<file path="config.mk">
export PLATFORM = sky130hd
export DESIGN_NAME = gate_tt_sequencer
export DESIGN_NICKNAME = d
export VERILOG_FILES = /design/src/rtl/gate_tt_sequencer.sv
export SDC_FILE = /design/constraint.sdc
export NUM_CORES = 1
export LEC_CHECK = 0
export ABC_AREA = 0
export CAP_MARGIN = 5
export CORE_UTILIZATION = 45
export DETAILED_ROUTE_END_ITERATION = 12
export HOLD_SLACK_MARGIN = 0.12
export PLACE_DENSITY = 0.7
export SLEW_MARGIN = 5
export SYNTH_ARGS = -nofsm -noshare
export SYNTH_HDL_FRONTEND = slang
export SYNTH_SLANG_ARGS = --single-unit
</file>
<file path="constraint.sdc">
create_clock -name clk -period 1.7 [get_ports clk]
set_input_delay 0.425 -clock clk [delete_from_list [all_inputs] [get_ports clk]]
set_output_delay 0.425 -clock clk [all_outputs]
set_load 0.02 [all_outputs]
</file>
<file path="src/rtl/gate_tt_sequencer.sv">
// gate_tt_sequencer: walks all input vectors onto a gate under test, checks each output against TRUTH, reports verdict/errors/first failure
//   clk, rst        : clock, synchronous active-high reset
//   start           : begin a run (accepted in IDLE or DONE only)
//   dut_out         : gate-under-test output
//   dut_in          : registered vector driven to the gate inputs
//   busy, done      : run in progress / run finished (held until next start or rst)
//   pass            : valid with done, 1 iff no mismatches
//   err_count       : mismatching vectors in the current/last run
//   first_fail      : lowest failing vector, valid when fail_seen
//   fail_seen       : at least one mismatch in the current/last run
module gate_tt_sequencer #(
  parameter int N_IN = 2,
  parameter int SETTLE = 3,
  parameter logic [2**N_IN-1:0] TRUTH = 4'b0001
) (
  input  logic            clk,
  input  logic            rst,
  input  logic            start,
  input  logic            dut_out,
  output logic [N_IN-1:0] dut_in,
  output logic            busy,
  output logic            done,
  output logic            pass,
  output logic [N_IN:0]   err_count,
  output logic [N_IN-1:0] first_fail,
  output logic            fail_seen
);
  localparam int CW = SETTLE > 1 ? $clog2(SETTLE) : 1;
  localparam logic [N_IN-1:0] LAST = '1;
  typedef enum logic [2:0] {S_IDLE, S_APPLY, S_SETTLE, S_SAMPLE, S_DONE} state_t;
  state_t          r_state, w_state;
  logic [N_IN-1:0] r_in, w_in, r_first, w_first;
  logic [N_IN:0]   r_err, w_err;
  logic [CW-1:0]   r_cnt, w_cnt;
  logic            r_busy, w_busy, r_done, w_done, r_pass, w_pass, r_fs, w_fs;
  logic            r_dout, w_mis;
  // Case inequality: an X/Z output is a mismatch in simulation; synthesis compares the resolved value.
  assign w_mis = r_dout !== TRUTH[r_in];
  always_ff @(posedge clk) begin
    if (rst) begin
      r_state <= S_IDLE;
      r_in    <= '0;
      r_first <= '0;
      r_err   <= '0;
      r_cnt   <= '0;
      r_busy  <= 1'b0;
      r_done  <= 1'b0;
      r_pass  <= 1'b0;
      r_fs    <= 1'b0;
      r_dout  <= 1'b0;
    end else begin
      r_state <= w_state;
      r_in    <= w_in;
      r_first <= w_first;
      r_err   <= w_err;
      r_cnt   <= w_cnt;
      r_busy  <= w_busy;
      r_done  <= w_done;
      r_pass  <= w_pass;
      r_fs    <= w_fs;
      r_dout  <= dut_out;
    end
  end
  always_comb begin
    w_state = r_state;
    w_in    = r_in;
    w_first = r_first;
    w_err   = r_err;
    w_cnt   = r_cnt;
    w_busy  = r_busy;
    w_done  = r_done;
    w_pass  = r_pass;
    w_fs    = r_fs;
    case (r_state)
      S_IDLE, S_DONE: if (start) begin
        w_state = S_APPLY;
        w_in    = '0;
        w_busy  = 1'b1;
        w_done  = 1'b0;
        w_pass  = 1'b0;
        w_err   = '0;
        w_fs    = 1'b0;
        w_first = '0;
      end
      S_APPLY: begin
        w_cnt   = '0;
        w_state = S_SETTLE;
      end
      S_SETTLE: if (r_cnt == CW'(SETTLE - 1)) w_state = S_SAMPLE;
        else w_cnt = r_cnt + 1'b1;
      S_SAMPLE: begin
        if (w_mis) begin
          w_err = r_err + 1'b1;
          if (!r_fs) begin
            w_first = r_in;
            w_fs    = 1'b1;
          end
        end
        if (r_in == LAST) begin
          w_state = S_DONE;
          w_busy  = 1'b0;
          w_done  = 1'b1;
          w_pass  = w_err == '0;
        end else begin
          w_in    = r_in + 1'b1;
          w_state = S_APPLY;
        end
      end
      default: w_state = S_IDLE;
    endcase
  end
  assign dut_in     = r_in;
  assign busy       = r_busy;
  assign done       = r_done;
  assign pass       = r_pass;
  assign err_count  = r_err;
  assign first_fail = r_first;
  assign fail_seen  = r_fs;
endmodule

</file>
Yosys cells after proc, flatten, opt, wreduce, memory -nomap -nowiden
Cells that the tools add are included.

storage, ports and cells
  bits in registers = 17
  input bits = 4
  output and inout bits = 11
  logic and storage cells = 68

operators by class
  add/subtract/negate cells = 3
  order comparisons = 1
  eq/ne operators = 14
  muxes and demuxes = 28
  reduce and logical (&&, ||, !) cells = 12

operators with widths
  cell                                                number
  2-to-1 mux 3 bit                                    6
  inequality test 2 bit, second input constant        7
  one-hot mux 2 bit (2 select lines)                  3
  one-hot mux 3 bit (4 select lines)                  1
  2-to-1 mux 2 bit                                    5
  AND reduction 3 bit                                 3
  one-hot mux 1 bit (2 select lines)                  4
  2-to-1 mux 1 bit                                    7
  == test 3 x 2 -> 1 bit, second input constant       2
  logical NOT 3 bit                                   2
  one-hot mux 3 bit (2 select lines)                  1
  AND reduction 2 bit                                 3
  adder 2 x 1 -> 2 bit, second input constant         2
  == test 2 bit, second input constant                2
  AND reduction 4 bit                                 1
  nonzero test 2 bit                                  2
  adder 3 x 1 -> 3 bit, second input constant         1
  == test 3 x 1 -> 1 bit, second input constant       1
  == test 3 bit, second input constant                1
  < comparator 2 x 3 -> 1 bit, second input constant  1
  binary-select mux 1 bit (select 2 bit)              1
  OR reduction 2 bit                                  1
  case inequality test 1 bit                          1

Depth between registers and ports, before layout
  word-level depth = 8
  depth in mapped cells = 6
  depth with buffers taken out = 6

Worst setup path before layout
Ideal clock, no wire load.

  kind = register -> register
  from = register r_in[0] (netlist: dut_in[0])
  to = register r_err[2] (netlist: err_count[2])
  data arrival time = 1.501 ns
  setup slack = 0.129 ns
  stages on the path, launching flop included = 7
  period minus slack after synthesis = 1.571 ns
  cell sequence = dfxtp_1 -> inv_1 -> ha_1 -> xor2_2 -> nand2_2 -> or3_1 -> a21oi_1

between the ends
  word-level cells in the longest chain between the ends = 6

RTL lines
  element                                 line  source
  start, declared                         32    logic [N_IN-1:0] r_in, w_in, r_first, w_first;
  start signal, assigned                  53    r_in <= w_in;
  binary-select mux 1 bit (select 2 bit)  38    assign w_mis = r_dout !== TRUTH[r_in];
  2-to-1 mux 1 bit (not written as such)  38
  case inequality test 1 bit              38
  2-to-1 mux 3 bit                        92    if (w_mis) begin
  2-to-1 mux 3 bit                        74    case (r_state)
  one-hot mux 3 bit (2 select lines)      74
  end signal, assigned                    55    r_err <= w_err;
  end, declared                           33    logic [N_IN:0] r_err, w_err;

No other way between the ends. The select of a mux whose other input is x is not followed.
A chain may end at the register's enable or synchronous reset.

Worst setup path after layout
  from = register r_in[0] (netlist: dut_in[0])
  to = register r_first[0] (netlist: first_fail[0])

between the ends
  word-level cells in the longest chain between the ends = 5
  elaborated cells on any way between the ends = 8

RTL lines
  element                                 line  source
  binary-select mux 1 bit (select 2 bit)  38
  2-to-1 mux 1 bit (not written as such)  38
  case inequality test 1 bit              38
  inequality test 2 bit (no source line)  -
  AND reduction 4 bit (no source line)    -
  end signal, assigned                    54    r_first <= w_first;
  end, declared                           32

Several ways; a longest one is shown, not always the timed one. The select of a mux whose other input is x is not followed.

==> summary.md <==
| Metric | Value |
|---|---|
| Critical path arrival | 1.76 ns |
| Gp weighted congestion | 0.777 |
| Die W | 45.3 um |
| Reg2Reg Depth | 6 |
| Via count | 732 |
| Drt first pass iters | 4 |
| Mean Syn Cell Area | 8.42 sq um |
| Buffers & Inverters on Critical Path | 1 |
| Slew margin rel. | 75.0% |
| Hold Vio Cnt, Final | 0 |
| Grt met3 use | 4.80% |
| Clock power frac | 27.7% |
| P_sw | 0.000224 W |
| Clock buffer depth | 2 |
| Setup Skew | 0.00123 ns |
| Setup slack, reg-to-reg | 0.12 ns |
| Final Util | 60.4% |
| Hold_buf cts | 0 |
| Clock Latency Late Sink | 0.29 ns |
| GR peak layer | met2 |
| Drt via density | 5.12 |
| Clk slew on worst S/H paths | 0.10 ns |
| Yosys warnings | 0 |
| CP max-delay cell | dfxtp_1 |
| Hold EP | done |
| Largest net degree at the start of global routing | 12 |
| All-Layer GR Usage | 18.0% |
| Synth Flop Type | dfxtp_1 |
| Setup-failing EPs final | 0 |
| Max incr delay on CP | 0.39 ns |
| Worst-Margin Slew | 0.375 ns |
| Seq/Total Area, Yosys | 40.4% |
| Critical path class | register to register |
| Synth cell types | 33 |
| Routed wire length | 1730 um |
| Outcome | complete, no violations |
| Core ar. | 1750 sq um |
| EDFF count, synth | 0 |
| IO buf count | 14 |
| Filler instances | 169 |
| Max-cap violations | 0 |
| Clock Tree Root | clkbuf_4 |
| Register share of total power | 55.0% |
| Final period utilization | 93.1% |
| Routed wire per std cell | 12.1 um |
| P_int | 0.000569 W |
| Nets | 127 |
| DP Wirelength | 1200 um |
| Most frequent cell after synthesis | dfxtp_1 |
| Post-Syn Area | 842 sq um |
| Combinational share of power | 17.3% |
| Fin. max-slew vios | 0 |
| Cells after Synth | 100 |
| Crit-path max FO | 5 |
| Overflow after GRT | 0 |
| Die Y | 45.3 um |
| Num CTS Buffers | 3 |
| Synth cell count leaders | dfxtp_1, a21oi_1, nor2_1 |
| Initial DRC Count | 25 |
| RSZ-0062 raised after global routing | false |
| Critical-path cell list | inv_1 > ha_1 > xnor2_1 > o21a_1 > o21ai_0 > a21oi_1 |
| Max frequency | 0.632 GHz |
| # rows | 15 |
| H-tree levels | 1 |
| Met1 GRT Util | 22.6% |
| Crit path time final | 1.58 ns |
| Top cells by area, synth | dfxtp_1, a21oi_1, ha_1 |
| Diodes inserted | 0 |
| WP data required | 1.88 ns |
| CTS tree | built |
| Min-delay src | done |
| CP delay by family, top | compound AO/OA/AOI/OAI gates |
| Hold path depth | 2 |
| I/O Pins | 15 |
| Leading area contributor after synthesis | dfxtp_1 |
| Met2 Track Usage GR | 26.4% |
| CTS sink count | 17 |
| Ys async rst share | 0% |
| Area share of the largest cell type after synthesis | 40.4% |
| Net Sw Frac | 28.2% |
| Residual DRC | 0 |
| Vias in the first global route | 617 |
| Die area | 2050 sq um |
| Post-CTS Setup Bufs | 0 |
| Initial antenna violation count | 0 |
| Yosys reg bits | 17 |
| Share of cells above drive strength 1 | 12.7% |
| Launching point of the worst reg2reg path | dut_in[0] |
| Reg2reg end | first_fail[0] |
| Peak VDD IR | 0.000513 V |
| Pwr dens | 752 nW/um^2 |
| Kind of end point of the critical path | register |
| Post-route antenna net violation count | 0 |
| Setup TNS | 0 ns |
| Nature of the critical path startpoint | register |
| Syn nets | 108 |
| Syn-to-layout area delta | 25.3% |
| First-pass GRT wire length | 2540 um |
| Tightest Hold Check Type | register to register |
| P_leak | 0.492 nW |
| Initial Utilization | 48.2% |
| Post-CTS Resized | 6 |
## worst reg2reg max path, cell delays in order, from the launching register on
cell	delay, ns
dfxtp_1	0.39
inv_1	0.08
ha_1	0.25
xnor2_1	0.19
o21a_1	0.21
o21ai_0	0.23
a21oi_1	0.12
## cell families after synthesis
kind of cell    count (synthesis)  share of synthesized area, %
compound gates                 27                          18.0
xor+xnor                        4                          5.05
fa+ha+maj                       4                          5.94
buf+inv                         8                          4.16
flops                          17                          40.4
mux                             1                          1.19
simple gates                   39                          25.3
## stage by stage
stage                     setup WS, ns  cells  hold WS, ns  cell area [sq um]  total power (W)
after floorplan                  0.129    100        0.472                842         0.000540
after global placement          0.0321    139        0.445               1020         0.000576
after detailed placement        0.0342    139        0.447               1020         0.000581
after CTS                       0.0213    143        0.461               1040         0.000802
after global routing           0.00956    143        0.506               1050         0.000836
final                            0.117    143        0.455               1050         0.000793
## power by group through the flow
stage / Combinational [W] / Sequential (W) / Clock (W)
CTS: 0.000136 / 0.000436 / 0.000230
detailed placement: 0.000136 / 0.000445 / 0
finish: 0.000137 / 0.000436 / 0.000220
global placement: 0.000133 / 0.000444 / 0
global route: 0.000152 / 0.000439 / 0.000245
floorplan: 0.000101 / 0.000438 / 0
## routing by layer
layer	up-vias	share of wire, %
met2	16	46
met4	0	2.5
met3	5	3.2
met5	-	0
met1	328	48
li1	383	-
## placed cells by master, fill, tap and decap left out, drive strengths merged, types with 2 or more instances in the layout
master / n
inv: 4
dlygate4sd2: 6
nand2: 9
nand3b: 2
nor2: 12
clkdlybuf4s50: 3
dfxtp: 17
a21oi: 16
dlymetal6s2s: 5
buf: 4
nor2b: 2
ha: 4
and2: 2
o21ai: 8
nor3: 5
clkbuf: 4
xnor2: 3
## area by class of cell
| cell class | instances | area (sq um) | share of cell area [%] |
|---|---|---|---|
| clock buffers | 4 | 26.3 | 2.49 |
| inverters | 4 | 15.0 | 1.42 |
| multi-input cells | 75 | 467 | 44.2 |
| flip-flops and latches | 17 | 340 | 32.3 |
| well taps | 25 | 31.3 | 2.97 |
| repair buffers | 18 | 175 | 16.6 |
## worst max-delay path by stage
stage	startpoint	cells after the start	to	slack, ns
5_1_grt	dut_in[0]	6	first_fail[0]	0.01
6_report	dut_in[0]	6	first_fail[0]	0.12
3_5_place_dp	start	5	err_count[0]	0.03
3_3_place_gp	start	5	err_count[0]	0.03
4_1_cts	busy	1	busy	0.02
2_1_floorplan	dut_in[0]	6	err_count[2]	0.13
## registers in the layout, summed over array words and instances (netlist names)
signal,cells
busy,1
pass,1
err_count,3
done,1
r_state,3
r_cnt,2
r_dout,1
first_fail,2
fail_seen,1
dut_in,2
Note: power is estimated with default switching activity, not from simulation.
